$ cat src/rtl/iq_sample_packer_if.sv
// ---------------------------------------------------------------------------
// iq_sample_packer_if
//
// Bundles the sample-side and FIFO-side signals of the I/Q sample packer.
//
//   i_data / i_valid   I-channel sample and its one-cycle strobe
//   q_data / q_valid   Q-channel sample and its one-cycle strobe
//   fifo_full          sample FIFO full flag
//   fifo_data          packed 2*SAMPLE_WIDTH word written to the FIFO
//   fifo_we            FIFO write enable
//
// Modports:
//   master  the packer: consumes samples and fifo_full, drives the write port
//   slave   the surroundings: ADC interfaces and FIFO
// ---------------------------------------------------------------------------
interface iq_sample_packer_if #(
  parameter int SAMPLE_WIDTH = 32
);

  logic [SAMPLE_WIDTH-1:0]   i_data;
  logic                      i_valid;
  logic [SAMPLE_WIDTH-1:0]   q_data;
  logic                      q_valid;
  logic                      fifo_full;
  logic [2*SAMPLE_WIDTH-1:0] fifo_data;
  logic                      fifo_we;

  modport master (
    input  i_data,
    input  i_valid,
    input  q_data,
    input  q_valid,
    input  fifo_full,
    output fifo_data,
    output fifo_we
  );

  modport slave (
    output i_data,
    output i_valid,
    output q_data,
    output q_valid,
    output fifo_full,
    input  fifo_data,
    input  fifo_we
  );

endinterface

$ cat src/rtl/iq_sample_packer.sv
// ---------------------------------------------------------------------------
// iq_sample_packer
//
// Pairs I- and Q-channel samples into {I, Q} words and writes them into the
// sample FIFO in frames of FRAME_PAIRS pairs. Each channel has a one-deep
// hold; a lone sample waits at most SKEW_MAX cycles for its partner before
// being discarded. Overruns (a strobe on an already full hold) overwrite the
// hold. Every discarded sample bumps drop_cnt and sets the sticky skew_err.
//
// Build option:
//   IQ_PACKER_HEADER_EN  when defined, each frame is preceded by a header
//                        word {16'hA5C3, seq_num, FRAME_PAIRS[15:0], 16'h0}.
//                        When undefined no header is written and the FSM
//                        goes straight from IDLE to DATA.
//
// Ports:
//   clk         system clock
//   arstn       asynchronous active-low reset
//   enable      run enable (level); low returns to IDLE and flushes holds
//   bus         iq_sample_packer_if.master: samples in, FIFO write port out
//   frame_done  one-cycle pulse coincident with the last data write of a frame
//   seq_num     completed-frame count, wraps
//   drop_cnt    discarded-sample count, saturates at 16'hFFFF
//   skew_err    sticky skew/overrun flag, cleared only by reset
//
// All outputs are registered.
// ---------------------------------------------------------------------------
module iq_sample_packer #(
  parameter int SAMPLE_WIDTH = 32,
  parameter int FRAME_PAIRS  = 127,
  parameter int SKEW_MAX     = 15
) (
  input  logic                  clk,
  input  logic                  arstn,
  input  logic                  enable,
  iq_sample_packer_if.master    bus,
  output logic                  frame_done,
  output logic [15:0]           seq_num,
  output logic [15:0]           drop_cnt,
  output logic                  skew_err
);

  localparam int          WORD_WIDTH = 2 * SAMPLE_WIDTH;
  localparam logic [15:0] LAST_PAIR  = 16'(FRAME_PAIRS - 1);
  localparam logic [7:0]  SKEW_LIMIT = 8'(SKEW_MAX);
  localparam int          I_CH       = 0;
  localparam int          Q_CH       = 1;

`ifdef IQ_PACKER_HEADER_EN
  typedef enum logic [1:0] {
    IDLE = 2'd0,
    HDR  = 2'd1,
    DATA = 2'd2
  } state_t;
`else
  typedef enum logic [1:0] {
    IDLE = 2'd0,
    DATA = 2'd2
  } state_t;
`endif

  state_t state_q, state_d;

  // Per-channel holding state, index 0 = I, index 1 = Q.
  logic [1:0]                   full_q, full_d;
  logic [1:0][7:0]              age_q, age_d;
  logic [1:0][SAMPLE_WIDTH-1:0] hold_q;
  logic [1:0]                   load;

  logic [15:0]                  pair_cnt_q, pair_cnt_d;

  logic [1:0][SAMPLE_WIDTH-1:0] data_in;
  logic [1:0][SAMPLE_WIDTH-1:0] cand;
  logic [1:0]                   valid_in;
  logic [1:0]                   stb;
  logic [1:0]                   lone;
  logic [1:0]                   expire;
  logic [1:0]                   have;
  logic [1:0]                   overrun;

  logic                         active;
  logic                         data_fire;
  logic                         drain;
  logic                         last_pair;
  logic                         hdr_fire;
  logic [WORD_WIDTH-1:0]        pair_word;
  logic [WORD_WIDTH-1:0]        word_d;
  logic [2:0]                   drops;
  logic [16:0]                  drop_sum;

  logic                         fifo_we_q;
  logic [WORD_WIDTH-1:0]        fifo_data_q;

  assign data_in  = {bus.q_data, bus.i_data};
  assign valid_in = {bus.q_valid, bus.i_valid};

  assign bus.fifo_we   = fifo_we_q;
  assign bus.fifo_data = fifo_data_q;

`ifdef IQ_PACKER_HEADER_EN
  // frame_done is still high in the first HDR cycle while seq_num has not yet
  // advanced, so the header must carry the post-increment value.
  logic [15:0]           seq_hdr;
  logic [WORD_WIDTH-1:0] hdr_word;

  assign seq_hdr  = seq_num + {15'd0, frame_done};
  assign hdr_word = WORD_WIDTH'({16'hA5C3, seq_hdr, 16'(FRAME_PAIRS), 16'h0000});
`endif

  // -------------------------------------------------------------------------
  // Pairing, skew and overrun decisions
  // -------------------------------------------------------------------------
  // NOTE: every combinational output gets a value before any branch, so no
  // path can leave it unassigned and infer a latch.
  always_comb begin
    active = enable && (state_q != IDLE);
    stb    = valid_in & {2{active}};

    // A hold is lone when it is full and the other channel's hold is empty;
    // only then does its skew timer run.
    lone   = full_q & ~{full_q[I_CH], full_q[Q_CH]};

    expire[I_CH] = active && lone[I_CH] && (age_q[I_CH] == SKEW_LIMIT);
    expire[Q_CH] = active && lone[Q_CH] && (age_q[Q_CH] == SKEW_LIMIT);

    // A channel contributes to a pair from this cycle's strobe or from a
    // surviving hold; a simultaneous I/Q strobe pairs without touching holds.
    have = stb | (full_q & ~expire);

    for (int c = 0; c < 2; c++) begin
      cand[c] = stb[c] ? data_in[c] : hold_q[c];
    end

    data_fire = active && (state_q == DATA) && !bus.fifo_full && (&have);

    // When both holds were already full and the pair leaves now, the holds
    // are vacated this cycle: new strobes refill them instead of overrunning.
    drain   = data_fire && (&full_q);
    overrun = stb & full_q & {2{!drain}};

    pair_word = drain ? {hold_q[I_CH], hold_q[Q_CH]}
                      : {cand[I_CH], cand[Q_CH]};

    last_pair = data_fire && (pair_cnt_q == LAST_PAIR);

    drops    = 3'(overrun[I_CH]) + 3'(overrun[Q_CH])
             + 3'(expire[I_CH])  + 3'(expire[Q_CH]);
    drop_sum = {1'b0, drop_cnt} + 17'(drops);
  end

  // -------------------------------------------------------------------------
  // Hold and timer next state
  // -------------------------------------------------------------------------
  always_comb begin
    full_d = full_q;
    age_d  = age_q;
    load   = '0;

    if (!active) begin
      full_d = '0;
      age_d  = '0;
    end else begin
      for (int c = 0; c < 2; c++) begin
        if (data_fire) begin
          full_d[c] = drain && stb[c];
          load[c]   = drain && stb[c];
          age_d[c]  = '0;
        end else if (stb[c]) begin
          full_d[c] = 1'b1;
          load[c]   = 1'b1;
          age_d[c]  = '0;
        end else if (expire[c]) begin
          full_d[c] = 1'b0;
          age_d[c]  = '0;
        end else if (lone[c]) begin
          age_d[c]  = age_q[c] + 8'd1;
        end
      end
    end
  end

  // -------------------------------------------------------------------------
  // Frame FSM, pair counter and write data
  // -------------------------------------------------------------------------
  always_comb begin
    state_d  = state_q;
    hdr_fire = 1'b0;

    if (!enable) begin
      state_d = IDLE;
    end else begin
      case (state_q)
`ifdef IQ_PACKER_HEADER_EN
        IDLE: state_d = HDR;
        HDR: begin
          if (!bus.fifo_full) begin
            hdr_fire = 1'b1;
            state_d  = DATA;
          end
        end
        DATA: begin
          if (last_pair) state_d = HDR;
        end
`else
        IDLE: state_d = DATA;
        DATA: state_d = DATA;
`endif
        default: state_d = IDLE;
      endcase
    end
  end

  always_comb begin
    if (!active || last_pair) begin
      pair_cnt_d = '0;
    end else if (data_fire) begin
      pair_cnt_d = pair_cnt_q + 16'd1;
    end else begin
      pair_cnt_d = pair_cnt_q;
    end

    word_d = fifo_data_q;
`ifdef IQ_PACKER_HEADER_EN
    if (hdr_fire) word_d = hdr_word;
`endif
    if (data_fire) word_d = pair_word;
  end

  // -------------------------------------------------------------------------
  // Registers
  // -------------------------------------------------------------------------
  // NOTE: sample storage has no reset; the full bits alone say whether a
  // hold is meaningful, so clearing the data would only cost reset routing.
  always_ff @(posedge clk) begin
    for (int c = 0; c < 2; c++) begin
      if (load[c]) hold_q[c] <= data_in[c];
    end
  end

  // NOTE: state is updated with non-blocking assignments so every register
  // samples the pre-edge values, independent of statement order.
  always_ff @(posedge clk or negedge arstn) begin
    if (!arstn) begin
      state_q     <= IDLE;
      full_q      <= '0;
      age_q       <= '0;
      pair_cnt_q  <= '0;
      fifo_we_q   <= 1'b0;
      fifo_data_q <= '0;
      frame_done  <= 1'b0;
      seq_num     <= '0;
      drop_cnt    <= '0;
      skew_err    <= 1'b0;
    end else begin
      state_q     <= state_d;
      full_q      <= full_d;
      age_q       <= age_d;
      pair_cnt_q  <= pair_cnt_d;
      fifo_we_q   <= data_fire || hdr_fire;
      fifo_data_q <= word_d;
      frame_done  <= last_pair;

      // seq_num trails frame_done by one cycle.
      if (frame_done) seq_num <= seq_num + 16'd1;

      drop_cnt <= drop_sum[16] ? 16'hFFFF : drop_sum[15:0];

      if (drops != 3'd0) skew_err <= 1'b1;
    end
  end

endmodule

$ cat src/flat_wrapper.sv
// flat-port wrapper written by rule: the top's interface ports become plain ports
module iq_sample_packer_flat 
#(
  parameter int SAMPLE_WIDTH = 32,
  parameter int FRAME_PAIRS  = 127,
  parameter int SKEW_MAX     = 15
)
  (clk, arstn, enable, frame_done, seq_num, drop_cnt, skew_err, bus_i_data, bus_i_valid, bus_q_data, bus_q_valid, bus_fifo_full, bus_fifo_data, bus_fifo_we);
  iq_sample_packer_if #(.SAMPLE_WIDTH(SAMPLE_WIDTH)) bus_i ();
  input  logic clk;
  input  logic arstn;
  input  logic enable;
  output logic frame_done;
  output logic [15:0] seq_num;
  output logic [15:0] drop_cnt;
  output logic skew_err;
  input wire logic [$bits(bus_i.i_data)-1:0] bus_i_data;
  input wire logic [$bits(bus_i.i_valid)-1:0] bus_i_valid;
  input wire logic [$bits(bus_i.q_data)-1:0] bus_q_data;
  input wire logic [$bits(bus_i.q_valid)-1:0] bus_q_valid;
  input wire logic [$bits(bus_i.fifo_full)-1:0] bus_fifo_full;
  output wire logic [$bits(bus_i.fifo_data)-1:0] bus_fifo_data;
  output wire logic [$bits(bus_i.fifo_we)-1:0] bus_fifo_we;
  assign bus_i.i_data = bus_i_data;
  assign bus_i.i_valid = bus_i_valid;
  assign bus_i.q_data = bus_q_data;
  assign bus_i.q_valid = bus_q_valid;
  assign bus_i.fifo_full = bus_fifo_full;
  assign bus_fifo_data = bus_i.fifo_data;
  assign bus_fifo_we = bus_i.fifo_we;
  iq_sample_packer #(.SAMPLE_WIDTH(SAMPLE_WIDTH), .FRAME_PAIRS(FRAME_PAIRS), .SKEW_MAX(SKEW_MAX)) u_core (.clk(clk), .arstn(arstn), .enable(enable), .bus(bus_i), .frame_done(frame_done), .seq_num(seq_num), .drop_cnt(drop_cnt), .skew_err(skew_err));
endmodule
$ cat config.mk
export PLATFORM = sky130hd
export DESIGN_NAME = iq_sample_packer_flat
export DESIGN_NICKNAME = d
export VERILOG_FILES = /design/src/rtl/iq_sample_packer_if.sv /design/src/rtl/iq_sample_packer.sv /design/src/flat_wrapper.sv
export SDC_FILE = /design/constraint.sdc
export NUM_CORES = 1
export LEC_CHECK = 0
export CORE_MARGIN = 2
export CORE_UTILIZATION = 56
export CTS_CLUSTER_DIAMETER = 80
export DETAILED_ROUTE_END_ITERATION = 8
export PLACE_DENSITY = 0.86
export SYNTH_ARGS = -nofsm -noshare
export SYNTH_HDL_FRONTEND = slang
export SYNTH_SLANG_ARGS = --single-unit
$ cat constraint.sdc
create_clock -name clk -period 7.5 [get_ports clk]
set_input_delay 1.875 -clock clk [delete_from_list [all_inputs] [get_ports clk]]
set_output_delay 1.875 -clock clk [all_outputs]
set_load 0.02 [all_outputs]
### After elaboration in Yosys (flattened, before gate mapping)

Index checks and enable logic that the tools add are counted.
Widths: inputs -> output; s select.

| storage, ports and cells | value |
|---|---|
| flip-flop bits (word level) | 199 |
| input bits | 70 |

| cells by class | value |
|---|---|
| $add $sub $neg | 8 |
| eq/ne operators | 8 |
| mux-type cells | 29 |
| bitwise gates (word level) | 8 |
| reduce and logical (&&, ||, !) cells | 23 |

Operators with widths:

| kind | count |
|---|---|
| $mux 16 | 4 |
| $mux 32 | 2 |
| $mux 64 | 1 |
| $mux 8 | 8 |
| $add 16x1->16 const B | 2 |
| $add 16x3->17 | 1 |
| $add 8x1->8 const B | 2 |
| $eq 16x7->1 const B | 1 |
| $eq 8x4->1 const B | 2 |
| $logic_and 1x1->1 | 12 |
| $and 2x2->2 | 5 |
| $mux 1 | 10 |
| $ne 5x2->1 const B | 2 |
| $mux 2 | 4 |
| $ne 4x2->1 const B | 2 |
| $add 3x1->3 | 2 |
| $not 2->2 | 2 |
| $reduce_and 2->1 | 2 |
| $reduce_bool 2->1 | 2 |
| $logic_not 1->1 | 3 |
| $reduce_bool 3->1 | 1 |
| $add 1x1->2 | 1 |
| $eq 2x2->1 const B | 1 |
| $logic_not 2->1 | 1 |
| other kinds (3) | 3 |

### Logic depth before layout (Yosys ltp)

| logic depth | value |
|---|---|
| depth after elaboration | 17 |
| depth in mapped cells | 17 |

### Least setup slack after synthesis

No wires, ideal clock.

| timing | value |
|---|---|
| kind | input -> register |
| start point | input port enable |
| end point | register u_core.drop_cnt[9] |
| library setup time | 0.069 ns |
| arrival | 5.153 ns |
| required time | 7.431 ns |
| slack | 2.278 ns |
| stages on the path | 17 |
| cells stage by stage | and2_1 clkbuf_1 clkbuf_1 nand2_1 nor3_1 ha_1 inv_1 fa_1 inv_1 ha_1 inv_1 fa_1 nor2b_1 o2111ai_1 or3_1 clkbuf_1 nand3_1 |

| on the way | value |
|---|---|
| word-level cells in the longest chain between the ends | 16 |

RTL lines:

| what | line | RTL |
|---|---|---|
| start: declaration | flat_wrapper.sv:12 | `input logic enable;` |
| $logic_and 1x1->1 (*) | iq_sample_packer.sv:116 | `active = enable && (state_q != IDLE);` |
| $logic_and 1x1->1 (on tied branches) (2 in a row) | iq_sample_packer.sv:123, iq_sample_packer.sv:124 |  |
| $not 2->2 | iq_sample_packer.sv:128 | `have = stb \| (full_q & ~expire);` |
| $and 2x2->2 | iq_sample_packer.sv:128 |  |
| $or 2x2->2 | iq_sample_packer.sv:128 |  |
| $reduce_and 2->1 | iq_sample_packer.sv:134 | `data_fire = active && (state_q == DATA) && !bus.fifo_full && (&have);` |
| $logic_and 1x1->1 | iq_sample_packer.sv:134 |  |
| $logic_and 1x1->1 | iq_sample_packer.sv:138 | `drain = data_fire && (&full_q);` |
| $logic_not 1->1 | iq_sample_packer.sv:139 | `overrun = stb & full_q & {2{!drain}};` |
| $and 2x2->2 | iq_sample_packer.sv:139 |  |
| $add 1x1->2 | iq_sample_packer.sv:146 | `drops = 3'(overrun[I_CH]) + 3'(overrun[Q_CH])` |
| $add 3x1->3 | iq_sample_packer.sv:147 | `+ 3'(expire[I_CH]) + 3'(expire[Q_CH]);` |
| $add 3x1->3 (*) | iq_sample_packer.sv:147 |  |
| $add 16x3->17 (*) | iq_sample_packer.sv:148 | `drop_sum = {1'b0, drop_cnt} + 17'(drops);` |
| $mux 16 (*) | iq_sample_packer.sv:266 | `drop_cnt <= drop_sum[16] ? 16'hFFFF : drop_sum[15:0];` |
| end signal: assignment | iq_sample_packer.sv:266 |  |
| end: declaration | iq_sample_packer.sv:39 | `output logic [15:0] drop_cnt,` |

Every way passes the cells marked *; elsewhere a longest branch is shown, timed or not.
A chain may end at the register's enable or synchronous reset.

### Worst setup path after layout

| timing | value |
|---|---|
| start point | input port enable |
| end point | register u_core.drop_cnt[10] |

The elaborated chain is that of the path after synthesis.

==> flow_summary.yaml <==
status:
  status: "finished, final reports clean"
setup_path:
  crit_path_end: "u_core.drop_cnt[10]"
  rr_endpoint: "u_core.drop_cnt[10]"
  rr_worst_depth: 12
  endpoint_kind: "flop"
  crit_type: "in2reg"
  crit_arrival_ps: 5990
  critPathLaunchType: "input port"
  r2r_start: "u_core.age_q[5]"
  crit_start: "enable"
  required_ps: 7850
  reg2reg_setup_slack_ps: 3390
  cp_max_fo: 13
detailed_routing:
  drt_iter0_drc: 505
  ant_nets: 0
  vias_per_cell: 5.67
  wl_per_cell_um: 17.6
  firstDrtPassIters: 5
  wirelength_mm: 18.9
  vias: 6114
  drc: 0
place:
  gp_congestion: 0.826
  io_buffers: 168
  dpl.cell_count: 1046
  dp_hpwl_mm: 13.0
  pre_cts_slack_ps: 1470
synthesis:
  yosys.cell_types.count: 47
  synth_area_sq_mm: 0.00844
  async_flop_share: 0.677
  synthFlopType: "dfrtp_1"
  yosys-top-cells-area: "dfrtp_1 (40%), edfxtp_1 (23%), mux2i_1 (7.7%)"
  synth_area_leader_cell: "dfrtp_1"
  yosys-top-cells-count: "dfrtp_1 (134), nand2_1 (117), o21ai_0 (75)"
  syn_nets: 802
  synthesis.area_per_instance_sq_um: 11.7
  yosysMostFrequentCell: "dfrtp_1"
  syn_inst: 720
  synth_edf_count: 64
  ys_seq_area_frac: 0.625
  synth_seq_cells: 198
  yosysWarnings: 0
  synth_top_area_frac: 0.397
power:
  switching_share: 0.270
  p_sw_mw: 0.717
  clockPowerShare: 0.332
  p_leak_nw: 4.72
  ir_worst_vdd_mv: 0.239
  p_comb_frac: 0.185
  powerDensity_mw_per_mm2: 245
  p_int_mw: 1.94
  pwr-share-seq: 0.483
  power.total_mw: 2.66
floorplanning:
  rows: 44
  core-area_sq_mm: 0.0146
  die_h_um: 127
  design.die.area_sq_mm: 0.0161
  io_pins: 169
  start_util: 0.576
  dieWidth_um: 127
timing:
  finalWorstSetupSlack_ps: 1860
  worst_pin_slew_ps: 1130
  hold_viol_final: 0
  worst_hold_slack_ps: 473
  finalSetupViolCount: 0
  timing.fmax_mhz: 177
  rsz0062_at_grt: "false"
  fin_skew_ps: 13.8
  slew_viol_final: 0
  min_period_ps: 5640
  fin_crit_sh: 0.752
  fin_setup_tns_ps: 0
  slew_headroom: 0.245
clocking:
  clockBufferDepth: 2
  cts_tree: "yes"
  cts_buffers: 17
  cts_htree_levels: 4
  cts_sinks: 198
  cts_root_buf: "clkbuf_16"
  cts_hold_buffers: 0
  clk_pin_slew_ps: 60
  clock_latency_ps: 430
  cts.repair.resized: 0
  postCtsSetupBuffers: 0
final_layout:
  area_growth_pct: 28.5
  diodes: 0
  nets: 963
  fillers: 969
  stdcell_count: 1078
  drive_above_1_share: 0.0548
flow_run:
  drv_cap: 0
grt:
  antenna_found_initial: 0
  grt_pass1_wl_mm: 31.4
  grt_pass1_vias: 6333
  grt.total_usage: 0.245
  overflow: 0
  grt_max_degree: 88
hold_path:
  hp-class: "reg2reg"
-- metrics by stage --
stage                     area (sq um)   util
after floorplan                   8440      -
after global placement           10300  0.702
after detailed placement         10300  0.702
after CTS                        10800  0.741
after global routing             10800  0.741
final                            10800  0.741
-- state kept, by name, indices dropped and copies added (netlist names) --
| signal | cells |
|---|---|
| u_core.bus.fifo_data | 64 |
| u_core.seq_num | 16 |
| u_core.frame_done | 1 |
| u_core.drop_cnt | 16 |
| u_core.bus.fifo_we | 1 |
| u_core.state_q | 1 |
| u_core.pair_cnt_q | 16 |
| u_core.age_q | 16 |
| u_core.skew_err | 1 |
| u_core.full_q | 2 |
| u_core.hold_q | 64 |
-- cell usage in the layout (no fill, tap or decap), types with 4 or more instances in the layout --
cell and n:
a21oi_1 24, and3_1 6, buf_4 5, clkbuf_16 17, clkdlybuf4s50_1 167, dfrtp_1 134
edfxtp_1 64, ha_1 10, inv_1 11, inv_6 4, mux2i_1 65, nand2_1 117
nand2b_1 5, nand3_1 25, nand4_1 10, nor2_1 31, nor2b_1 7, nor3_1 9
nor4_1 4, o21ai_0 75, o31ai_1 6, or3_1 8, or4_1 7, xnor2_1 16
xor2_1 14
-- power groups by stage --
stage | combinational [mW] | sequential, mW | clock [mW]
2_1_floorplan | 0.104 | 1.40 | 0
3_3_place_gp | 0.481 | 1.30 | 0
3_5_place_dp | 0.498 | 1.30 | 0
4_1_cts | 0.499 | 1.28 | 0.896
5_1_grt | 0.529 | 1.29 | 0.934
6_report | 0.492 | 1.28 | 0.882
-- cell families (layout without fill, tap and decap cells) --
kind of cell | Yosys count | after routing | share of synthesized area
muxes | 67 | 67 | 0.0798
xor gates and xnor gates | 30 | 30 | 0.0311
buffers and inverters | 42 | 216 | 0.0206
AOI/OAI and AO/OA | 129 | 129 | 0.0904
DFF | 198 | 198 | 0.625
adders and majority gates | 12 | 12 | 0.0196
and+or+nand+nor | 242 | 242 | 0.134
-- per-layer routing --
| metal | vias up | GRT usage | part of all wire |
|---|---|---|---|
| li1 | 2903 | - | - |
| met1 | 2995 | 0.308 | 0.41 |
| met2 | 187 | 0.411 | 0.52 |
| met3 | 29 | 0.0645 | 0.055 |
| met4 | 0 | 0.0937 | 0.020 |
| met5 | - | 0 | 0 |
-- area by class of cell --
cell class,instances,area [sq um],share of cell area
multi-input cells,480,3020,0.278
clock inverters,9,91.3,0.00842
well taps,184,230,0.0212
flip-flops and latches,198,5280,0.486
inverters,12,45.0,0.00415
clock buffers,23,478,0.0441
repair buffers,172,1710,0.158
-- how the worst min path moves through the flow --
| stage | startpoint | end | slack (ps) | cells past startpoint |
|---|---|---|---|---|
| floorplan | u_core.pair_cnt_q[6] | u_core.pair_cnt_q[6] | 460 | 1 |
| global placement | u_core.seq_num[15] | u_core.seq_num[15] | 460 | 1 |
| detailed placement | u_core.seq_num[15] | u_core.seq_num[15] | 460 | 1 |
| CTS | u_core.seq_num[15] | u_core.seq_num[15] | 480 | 1 |
| global route | u_core.bus.fifo_data[24] | u_core.bus.fifo_data[24] | 510 | 2 |
| finish | u_core.seq_num[15] | u_core.seq_num[15] | 470 | 1 |
-- critical path: stages --
cell and delay [ps]:
clkdlybuf4s50_1 500, and2_1 450, nand2_1 200, nor3_1 260
ha_1 270, inv_1 70, fa_1 400, inv_1 80
ha_1 180, inv_1 60, fa_1 380, nor2b_1 200
o2111ai_1 260, or3_1 640, nand3_1 170
(Power assumes the default switching activity.)
